<file path="src/rtl/vga_sync_receiver.sv">
// rtl/vga_sync_receiver.sv - VGA sync sink: recovers pixel position, checks line/frame timing, reports lock
module vga_sync_receiver #(
  parameter int H_TOTAL     = 800,
  parameter int H_SYNC      = 96,
  parameter int H_BP        = 48,
  parameter int H_ACTIVE    = 640,
  parameter int V_TOTAL     = 525,
  parameter int V_SYNC      = 2,
  parameter int V_BP        = 33,
  parameter int V_ACTIVE    = 480,
  parameter int LOCK_FRAMES = 2
) (
  input  logic       clk,
  input  logic       reset,
  input  logic       hsync,
  input  logic       vsync,
  output logic       locked,
  output logic       display_en,
  output logic [9:0] col,
  output logic [9:0] row,
  output logic       timing_err,
  output logic [9:0] line_len
);

  localparam logic [10:0] H_TOTAL_W = 11'(H_TOTAL);
  localparam logic [10:0] V_TOTAL_W = 11'(V_TOTAL);
  localparam logic [9:0]  H_SYNC_W  = 10'(H_SYNC);
  localparam logic [9:0]  V_SYNC_W  = 10'(V_SYNC);
  localparam logic [9:0]  H_ACT_LO  = 10'(H_SYNC + H_BP);
  localparam logic [10:0] H_ACT_HI  = 11'(H_SYNC + H_BP + H_ACTIVE);
  localparam logic [9:0]  V_ACT_LO  = 10'(V_SYNC + V_BP);
  localparam logic [10:0] V_ACT_HI  = 11'(V_SYNC + V_BP + V_ACTIVE);
  localparam logic [3:0]  LOCK_W    = 4'(LOCK_FRAMES);
  localparam logic [9:0]  CNT_MAX   = 10'h3FF;

  typedef enum logic [1:0] {
    SEARCH = 2'd0,
    VERIFY = 2'd1,
    LOCKED = 2'd2
  } state_e;

  state_e      state_q, state_d;
  logic [2:0]  good_q, good_d;

  logic        hs_q, hs_d;
  logic        vs_q, vs_d;
  logic [9:0]  hcnt_q, hcnt_d;
  logic [9:0]  hlow_q, hlow_d;
  logic [9:0]  vcnt_q, vcnt_d;
  logic [9:0]  vlow_q, vlow_d;
  logic        hwidth_ok_q, hwidth_ok_d;
  logic        bad_since_q, bad_since_d;

  logic        locked_q, locked_d;
  logic        display_en_q, display_en_d;
  logic [9:0]  col_q, col_d;
  logic [9:0]  row_q, row_d;
  logic        timing_err_q, timing_err_d;
  logic [9:0]  line_len_q, line_len_d;

  logic        hfall, vfall, hrise;
  logic [10:0] hcnt_inc, vcnt_inc;
  logic [9:0]  hcnt_sat, vcnt_sat, hlow_sat, vlow_sat;
  logic [3:0]  good_next;
  logic        line_bad, frame_ok, sync_lost;
  logic        h_in, v_in;

  // Edges compare the current sample against the registered previous one;
  // hs_q/vs_q reset low so a high must be seen before any fall counts.
  assign hfall = hs_q & ~hsync;
  assign vfall = vs_q & ~vsync;
  assign hrise = ~hs_q & hsync;

  assign hcnt_inc  = {1'b0, hcnt_q} + 11'd1;
  assign vcnt_inc  = {1'b0, vcnt_q} + 11'd1;
  assign hcnt_sat  = (hcnt_q == CNT_MAX) ? hcnt_q : hcnt_q + 10'd1;
  assign vcnt_sat  = (vcnt_q == CNT_MAX) ? vcnt_q : vcnt_q + 10'd1;
  assign hlow_sat  = (hlow_q == CNT_MAX) ? hlow_q : hlow_q + 10'd1;
  assign vlow_sat  = (vlow_q == CNT_MAX) ? vlow_q : vlow_q + 10'd1;
  assign good_next = {1'b0, good_q} + 4'd1;

  // A line is judged when the next one starts; a frame when the next vsync falls.
  // The frame verdict folds in the line that closes on the same sample.
  assign line_bad  = hfall & ~((hcnt_inc == H_TOTAL_W) & hwidth_ok_q);
  assign frame_ok  = (vcnt_inc == V_TOTAL_W) & (vlow_q == V_SYNC_W) & ~bad_since_q & ~line_bad;
  assign sync_lost = (hcnt_d == CNT_MAX);

  // Position counters, sync-width measurement and line-length capture
  always_comb begin
    hs_d        = hsync;
    vs_d        = vsync;
    hcnt_d      = hfall ? 10'd0 : hcnt_sat;
    hlow_d      = hsync ? 10'd0 : hlow_sat;
    hwidth_ok_d = hrise ? (hlow_q == H_SYNC_W) : hwidth_ok_q;
    vcnt_d      = vcnt_q;
    if (hfall) begin
      vcnt_d = vfall ? 10'd0 : vcnt_sat;
    end
    vlow_d = vlow_q;
    if (vfall) begin
      vlow_d = 10'd1;
    end else if (hfall && !vsync) begin
      vlow_d = vlow_sat;
    end
    bad_since_d = vfall ? 1'b0 : (bad_since_q | line_bad);
    line_len_d  = hfall ? hcnt_sat : line_len_q;
  end

  // Datapath registers
  always_ff @(posedge clk) begin
    if (!reset) begin
      hs_q        <= 1'b0;
      vs_q        <= 1'b0;
      hcnt_q      <= '0;
      hlow_q      <= '0;
      vcnt_q      <= '0;
      vlow_q      <= '0;
      hwidth_ok_q <= 1'b0;
      bad_since_q <= 1'b0;
      line_len_q  <= '0;
    end else begin
      hs_q        <= hs_d;
      vs_q        <= vs_d;
      hcnt_q      <= hcnt_d;
      hlow_q      <= hlow_d;
      vcnt_q      <= vcnt_d;
      vlow_q      <= vlow_d;
      hwidth_ok_q <= hwidth_ok_d;
      bad_since_q <= bad_since_d;
      line_len_q  <= line_len_d;
    end
  end

  // Lock state and good-frame count registers
  always_ff @(posedge clk) begin
    if (!reset) begin
      state_q <= SEARCH;
      good_q  <= '0;
    end else begin
      state_q <= state_d;
      good_q  <= good_d;
    end
  end

  // Lock FSM next state: search for a frame start, count good frames, drop on any violation
  always_comb begin
    state_d = state_q;
    good_d  = good_q;
    case (state_q)
      SEARCH: begin
        if (vfall) begin
          state_d = VERIFY;
          good_d  = '0;
        end
      end
      VERIFY: begin
        if (vfall) begin
          if (frame_ok) begin
            good_d = good_next[2:0];
            if (good_next == LOCK_W) begin
              state_d = LOCKED;
            end
          end else begin
            good_d = '0;
          end
        end else if (line_bad) begin
          good_d = '0;
        end
      end
      LOCKED: begin
        if (line_bad || (vfall && !frame_ok) || sync_lost) begin
          state_d = SEARCH;
        end
      end
      default: state_d = SEARCH;
    endcase
  end

  // Output decode from the post-sample state and position; registered below for one clock latency
  always_comb begin
    timing_err_d = 1'b0;
    case (state_q)
      VERIFY:  timing_err_d = vfall ? !frame_ok : line_bad;
      LOCKED:  timing_err_d = line_bad || (vfall && !frame_ok) || sync_lost;
      default: timing_err_d = 1'b0;
    endcase
    locked_d     = (state_d == LOCKED);
    h_in         = (hcnt_d >= H_ACT_LO) && ({1'b0, hcnt_d} < H_ACT_HI);
    v_in         = (vcnt_d >= V_ACT_LO) && ({1'b0, vcnt_d} < V_ACT_HI);
    display_en_d = locked_d && h_in && v_in;
    col_d        = display_en_d ? (hcnt_d - H_ACT_LO) : 10'd0;
    row_d        = display_en_d ? (vcnt_d - V_ACT_LO) : 10'd0;
  end

  // Output registers
  always_ff @(posedge clk) begin
    if (!reset) begin
      locked_q     <= 1'b0;
      display_en_q <= 1'b0;
      col_q        <= '0;
      row_q        <= '0;
      timing_err_q <= 1'b0;
    end else begin
      locked_q     <= locked_d;
      display_en_q <= display_en_d;
      col_q        <= col_d;
      row_q        <= row_d;
      timing_err_q <= timing_err_d;
    end
  end

  assign locked     = locked_q;
  assign display_en = display_en_q;
  assign col        = col_q;
  assign row        = row_q;
  assign timing_err = timing_err_q;
  assign line_len   = line_len_q;

endmodule
</file>
<file path="config.mk">
export PLATFORM = sky130hd
export DESIGN_NAME = vga_sync_receiver
export DESIGN_NICKNAME = d
export VERILOG_FILES = /design/src/rtl/vga_sync_receiver.sv
export SDC_FILE = /design/constraint.sdc
export NUM_CORES = 1
export LEC_CHECK = 0
export CAP_MARGIN = 20
export CORE_MARGIN = 3
export CORE_UTILIZATION = 56
export DETAILED_ROUTE_END_ITERATION = 6
export PLACE_DENSITY = 0.79
export SYNTH_ARGS = -nofsm -noshare
export SYNTH_HDL_FRONTEND = slang
export SYNTH_SLANG_ARGS = --single-unit
export TNS_END_PERCENT = 50
</file>
<file path="constraint.sdc">
create_clock -name clk -period 5.3 [get_ports clk]
set_clock_uncertainty 0.05 [all_clocks]
set_input_delay 1.325 -clock clk [delete_from_list [all_inputs] [get_ports clk]]
set_output_delay 1.325 -clock clk [all_outputs]
set_load 0.01 [all_outputs]
</file>
Yosys cells after proc, flatten, opt, wreduce, memory -nomap -nowiden. Index checks and enable logic that the tools add are counted.

Register bits: 82. Input bits: 4. Output and inout port bits: 33. Word-level logic and storage cells: 103.

$add $sub $neg: 9. $lt $le $gt $ge: 4. Eq/ne operators: 16. Multiplexer cells: 21. Bitwise logic cells: 17. Reductions and logical operators: 19.

Operator list (number): 10-bit equality test, second input constant (5); 10-bit 2-to-1 mux (5); 10-bit by 1-bit adder with 10-bit output, second input constant (4); 10-bit by 1-bit adder with 11-bit output, second input constant (2); 11-bit by 10-bit equality test with 1-bit output, second input constant (2); 10-bit less-than comparator, second input constant (2); 3-bit 2-to-1 mux (4); 10-bit by 2-bit equality test with 1-bit output, second input constant (1); 10-bit by 7-bit equality test with 1-bit output, second input constant (1); 10-bit by 6-bit greater-or-equal comparator with 1-bit output, second input constant (1); 10-bit by 8-bit greater-or-equal comparator with 1-bit output, second input constant (1); 2-bit 2-to-1 mux (5); 10-bit by 6-bit subtractor with 10-bit output, second input constant (1); 10-bit by 8-bit subtractor with 10-bit output, second input constant (1); 1-bit bitwise AND (8); 1-bit inverter (8); 1-bit logical AND (6); 2-bit case mux with 3 select lines (1); 3-bit case mux with 2 select lines (1); 2-bit AND reduction (3); 3-bit by 1-bit adder with 4-bit output, second input constant (1); 2-bit equality test, second input constant (2); 4-bit by 2-bit equality test with 1-bit output, second input constant (1); 1-bit 2-to-1 mux (4); 11 further kinds (16).

Logic depth before layout (Yosys ltp).
Depth after elaboration: 17. Depth in mapped cells: 13. Gate-level depth less buffers: 11.

Worst setup path before layout. No wires, ideal clock.

Path kind: in2reg. From: in hsync. To: reg col_q[3] (netlist: col[3]). Library setup time: 100 ps. Arrival: 3754 ps. Data required time: 5150 ps. Slack: 1397 ps. Stages on the path: 10. Buffers on the path: 2. Cell sequence: nor2b_1 buf_2 o41ai_1 a22o_1 ha_1 or4_1 nor4b_4 o21ai_2 buf_6 a2111oi_4.

Elaborated cells between the ends (all ways): 27. Classes of those cells: 1 x add/sub; 4 x order compare; 2 x eq/ne; 6 x mux; 5 x bitwise; 9 x reduce/logical.

RTL lines: start: declaration (line 15) `input logic hsync,`; 1-bit inverter * (line 70) `assign hfall = hs_q & ~hsync;`; 1-bit bitwise AND * (line 70); 10-bit 2-to-1 mux * (line 96) `if (hfall) begin`; named net vcnt_d[1] (line 49) `logic [9:0] vcnt_q, vcnt_d;`; 10-bit by 6-bit greater-or-equal comparator with 1-bit output or 10-bit less-than comparator (tied branches) (line 189) `v_in = (vcnt_d >= V_ACT_LO) && ({1'b0, vcnt_d} < V_ACT_HI);`; 1-bit logical AND * (line 189); 1-bit logical AND * (line 190) `display_en_d = locked_d && h_in && v_in;`; 2-bit AND reduction (no line) *; end signal: assignment (line 206) `col_q <= col_d;`; end: declaration (line 56) `logic [9:0] col_q, col_d;`.

The timed path passes the listed nets; every way through them passes the cells marked *. A chain may end at the register's enable or synchronous reset.

Final worst setup path.
From: in hsync. To: reg col_q[0] (netlist: col[0]).

The elaborated chain is that of the path after synthesis.

==> impl_metrics.yaml <==
run_status:
  outcome: "completed"
worst_setup_path:
  kind_of_capture_point_of_the_worst_setup_path: "flip-flop"
  worstPathRequired_ns: 5.48
  timing.reg2reg.worst_path_depth: 10
  cp_data_arrival_time_ns: 4.49
  cp-endpoint: "col[0]"
  worst_setup_path_startpoint: "hsync"
  worst_setup_path_type: "input port to flip-flop"
  critical_path_peak_fanout: 21
  rr_startpoint: "hcnt_q[0]"
  rr_endpoint: "col[0]"
  launching_element_type_of_the_critical_path: "input port"
  r2r_setup_slack_ns: 1.31
sta:
  slew_headroom_pct: 46.2
  rsz0062_at_grt: "no"
  fin_ws_ns: 0.987
  hold_viol_final: 0
  setup-violations-final: 0
  fin_crit_ns: 4.31
  clock.fmax_mhz: 232
  setup-tns-final_ns: 0
  timing.final.crit_share_pct: 81.4
  finalMaxSlewViolations: 0
  max_slew.worst_pin.slew_ns: 0.796
logic_synthesis:
  synth_enable_flop_cells: 0
  syn-instance-count: 523
  synth_area_leaders: "dfxtp_1 (37%), ha_1 (5.0%), nor2_1 (5.0%), a211oi_1 (4.0%), xnor2_1 (3.7%)"
  synthArstFlopShare_pct: 0
  synth.yosys.seq_area_share_pct: 36.8
  post_synth_most_frequent_cells: "dfxtp_1 (82), nor2_1 (59), nand2_1 (36)"
  syn-mean-instance-area_um2: 8.54
  synth.net_count: 545
  post_synth_design_cell_area_mm2: 0.00446
  synthFlopType: "dfxtp_1"
  yosysUniqueCellTypes: 69
  ys_seq_elements: 82
  synth.most_common_cell: "dfxtp_1"
  netlist.area_leader.share_pct: 36.8
  yosysTopAreaCell: "dfxtp_1"
  yosysWarnings: 0
grt:
  grt.met1_usage_pct: 31.4
  grt_remaining_overflow: 0
  antenna_found_initial: 0
  grtUsageMet3_pct: 4.42
  gr-usage-all-layers_pct: 25.1
  grt_first_pass_wirelength_um: 18000
  grt_busiest_layer: "met2"
  pin_count_of_the_biggest_net_entering_global_routing: 26
  number_of_global_route_vias_before_repair: 3812
  grt.met2_usage_pct: 43.7
detailed_routing:
  drc_errors: 0
  postRouteWirelength_um: 10900
  vias: 4049
  route.antenna.remaining_nets: 0
  dr.first_iter.drc_count: 210
  first_pass_iters: 7
  post_drt_wl_per_cell_um: 16.7
  route.detailed.vias_per_inst: 6.22
power:
  static_leakage_nw: 1.77
  total_power_w: 0.00112
  ir_drop_uv: 197
  power.density_cell_area_mw_per_mm2: 222
clock_tree:
  cts.clk_slew.worst_paths_ns: 0.08
  cts_buffer_depth: 2
  h-tree-depth: 3
  cts_root_buffer: "clkbuf_8"
  ctsResizeCount: 0
  insertion_delay_ns: 0.35
  cts_buffers: 9
  cts_num_sinks: 82
  cts.repair_timing.setup_buffer_count: 0
  clock_tree_from_tritoncts: "built"
  cts_hold_buffers: 0
floorplanning:
  rows: 31
  core_area_mm2: 0.00749
  initial_core_util_pct: 59.6
  boundaryPins: 37
  height_of_the_die_um: 95.3
  dieWidth_um: 95.3
  fp.dieArea_mm2: 0.00908
placed_design:
  detailedPlace.worstSlack_ns: 0.657
  numPortBuffers: 36
  gp_congestion: 0.918
  post-dp-hpwl_um: 7800
final_layout:
  fillers: 630
  final_layout_net_count: 570
  post_route_cells_drive_above_1_share_pct: 7.79
  area_growth_syn_to_layout_pct: 12.9
  antenna_cells_inserted: 0
job:
  drv.max_cap_violation_count: 0
hold_path:
  min_path_cells: 2
  hold_class: "flip-flop to flip-flop"
cell type report:
class	instances	area (µm²)	area share, %
Clock buffer	11	151	3.00
Clock inverter	4	27.5	0.546
Inverter	19	71.3	1.42
Multi-Input combinational cell	392	2600	51.7
Sequential cell	82	1640	32.6
Tap cell	99	124	2.46
Timing Repair Buffer	44	420	8.34
cells by family after synthesis:
| family | count (synthesis) | share of synthesized area [%] |
|---|---|---|
| buffers and inverters | 49 | 4.90 |
| multiplexers | 1 | 0.224 |
| flip-flops | 82 | 36.8 |
| AO/OA/AOI/OAI | 121 | 20.0 |
| XOR/XNOR | 32 | 6.28 |
| AND/OR/NAND/NOR | 220 | 26.8 |
| adder cells (fa/ha/maj) | 18 | 5.04 |
flip-flops by register name (all words and copies together), names as in the netlist, 2 cells and up:
name and count:
line_len 10, row 10, hlow_q 10, col 10, hcnt_q 10, vcnt_q 10, state_q 2, good_q 3
vlow_q 10
worst min-delay path by stage:
stage | start | to | slack, ns
3_3_place_gp | bad_since_q | bad_since_q | 0.41
6_report | bad_since_q | bad_since_q | 0.44
4_1_cts | bad_since_q | bad_since_q | 0.44
2_1_floorplan | bad_since_q | bad_since_q | 0.39
3_5_place_dp | bad_since_q | bad_since_q | 0.42
5_1_grt | bad_since_q | bad_since_q | 0.46
cell usage in the layout, fill, tap and decap left out, types with 13 or more instances in the layout:
cell	count
xnor2_1	19
nand2_1	36
nor2_1	59
a21oi_1	28
dfxtp_1	82
ha_1	18
nand4_1	14
a211oi_1	24
nand3_1	20
o21ai_0	14
nor3_1	22
clkdlybuf4s50_1	36
inv_1	17
xor2_1	13
metrics by stage:
stage | cells | util, % | hold WS, ns | area (µm²)
6_report | 651 | 67.3 | 0.436 | 5040
5_1_grt | 651 | 67.3 | 0.455 | 5040
4_1_cts | 651 | 67.3 | 0.438 | 5040
3_5_place_dp | 636 | 64.9 | 0.419 | 4860
3_3_place_gp | 636 | 64.9 | 0.411 | 4860
2_1_floorplan | 523 | - | 0.392 | 4460
where the power goes:
part           switching (W)  internal (W)
clock network       0.000226      0.000192
registers          0.0000112      0.000624
logic              0.0000411     0.0000251
total               0.000278      0.000841
critical path, cell delays in order:
cell and delay [ns]:
clkdlybuf4s50_1 0.50, nor2b_1 0.19, buf_4 0.26, o41ai_1 0.14
a22o_1 0.30, ha_1 0.24, or4_1 0.62, nor4b_4 0.25
o21ai_2 0.07, buf_4 0.21, a2111oi_1 0.38
metal layers:
| metal | vias to the layer above | wire, µm | part of all wire [%] |
|---|---|---|---|
| li1 | 1971 | - | - |
| met1 | 1897 | 4790 | 44 |
| met2 | 155 | 5340 | 49 |
| met3 | 26 | 570 | 5.2 |
| met4 | 0 | 201 | 1.8 |
| met5 | - | 0 | 0 |
(Power assumes the default switching activity.)
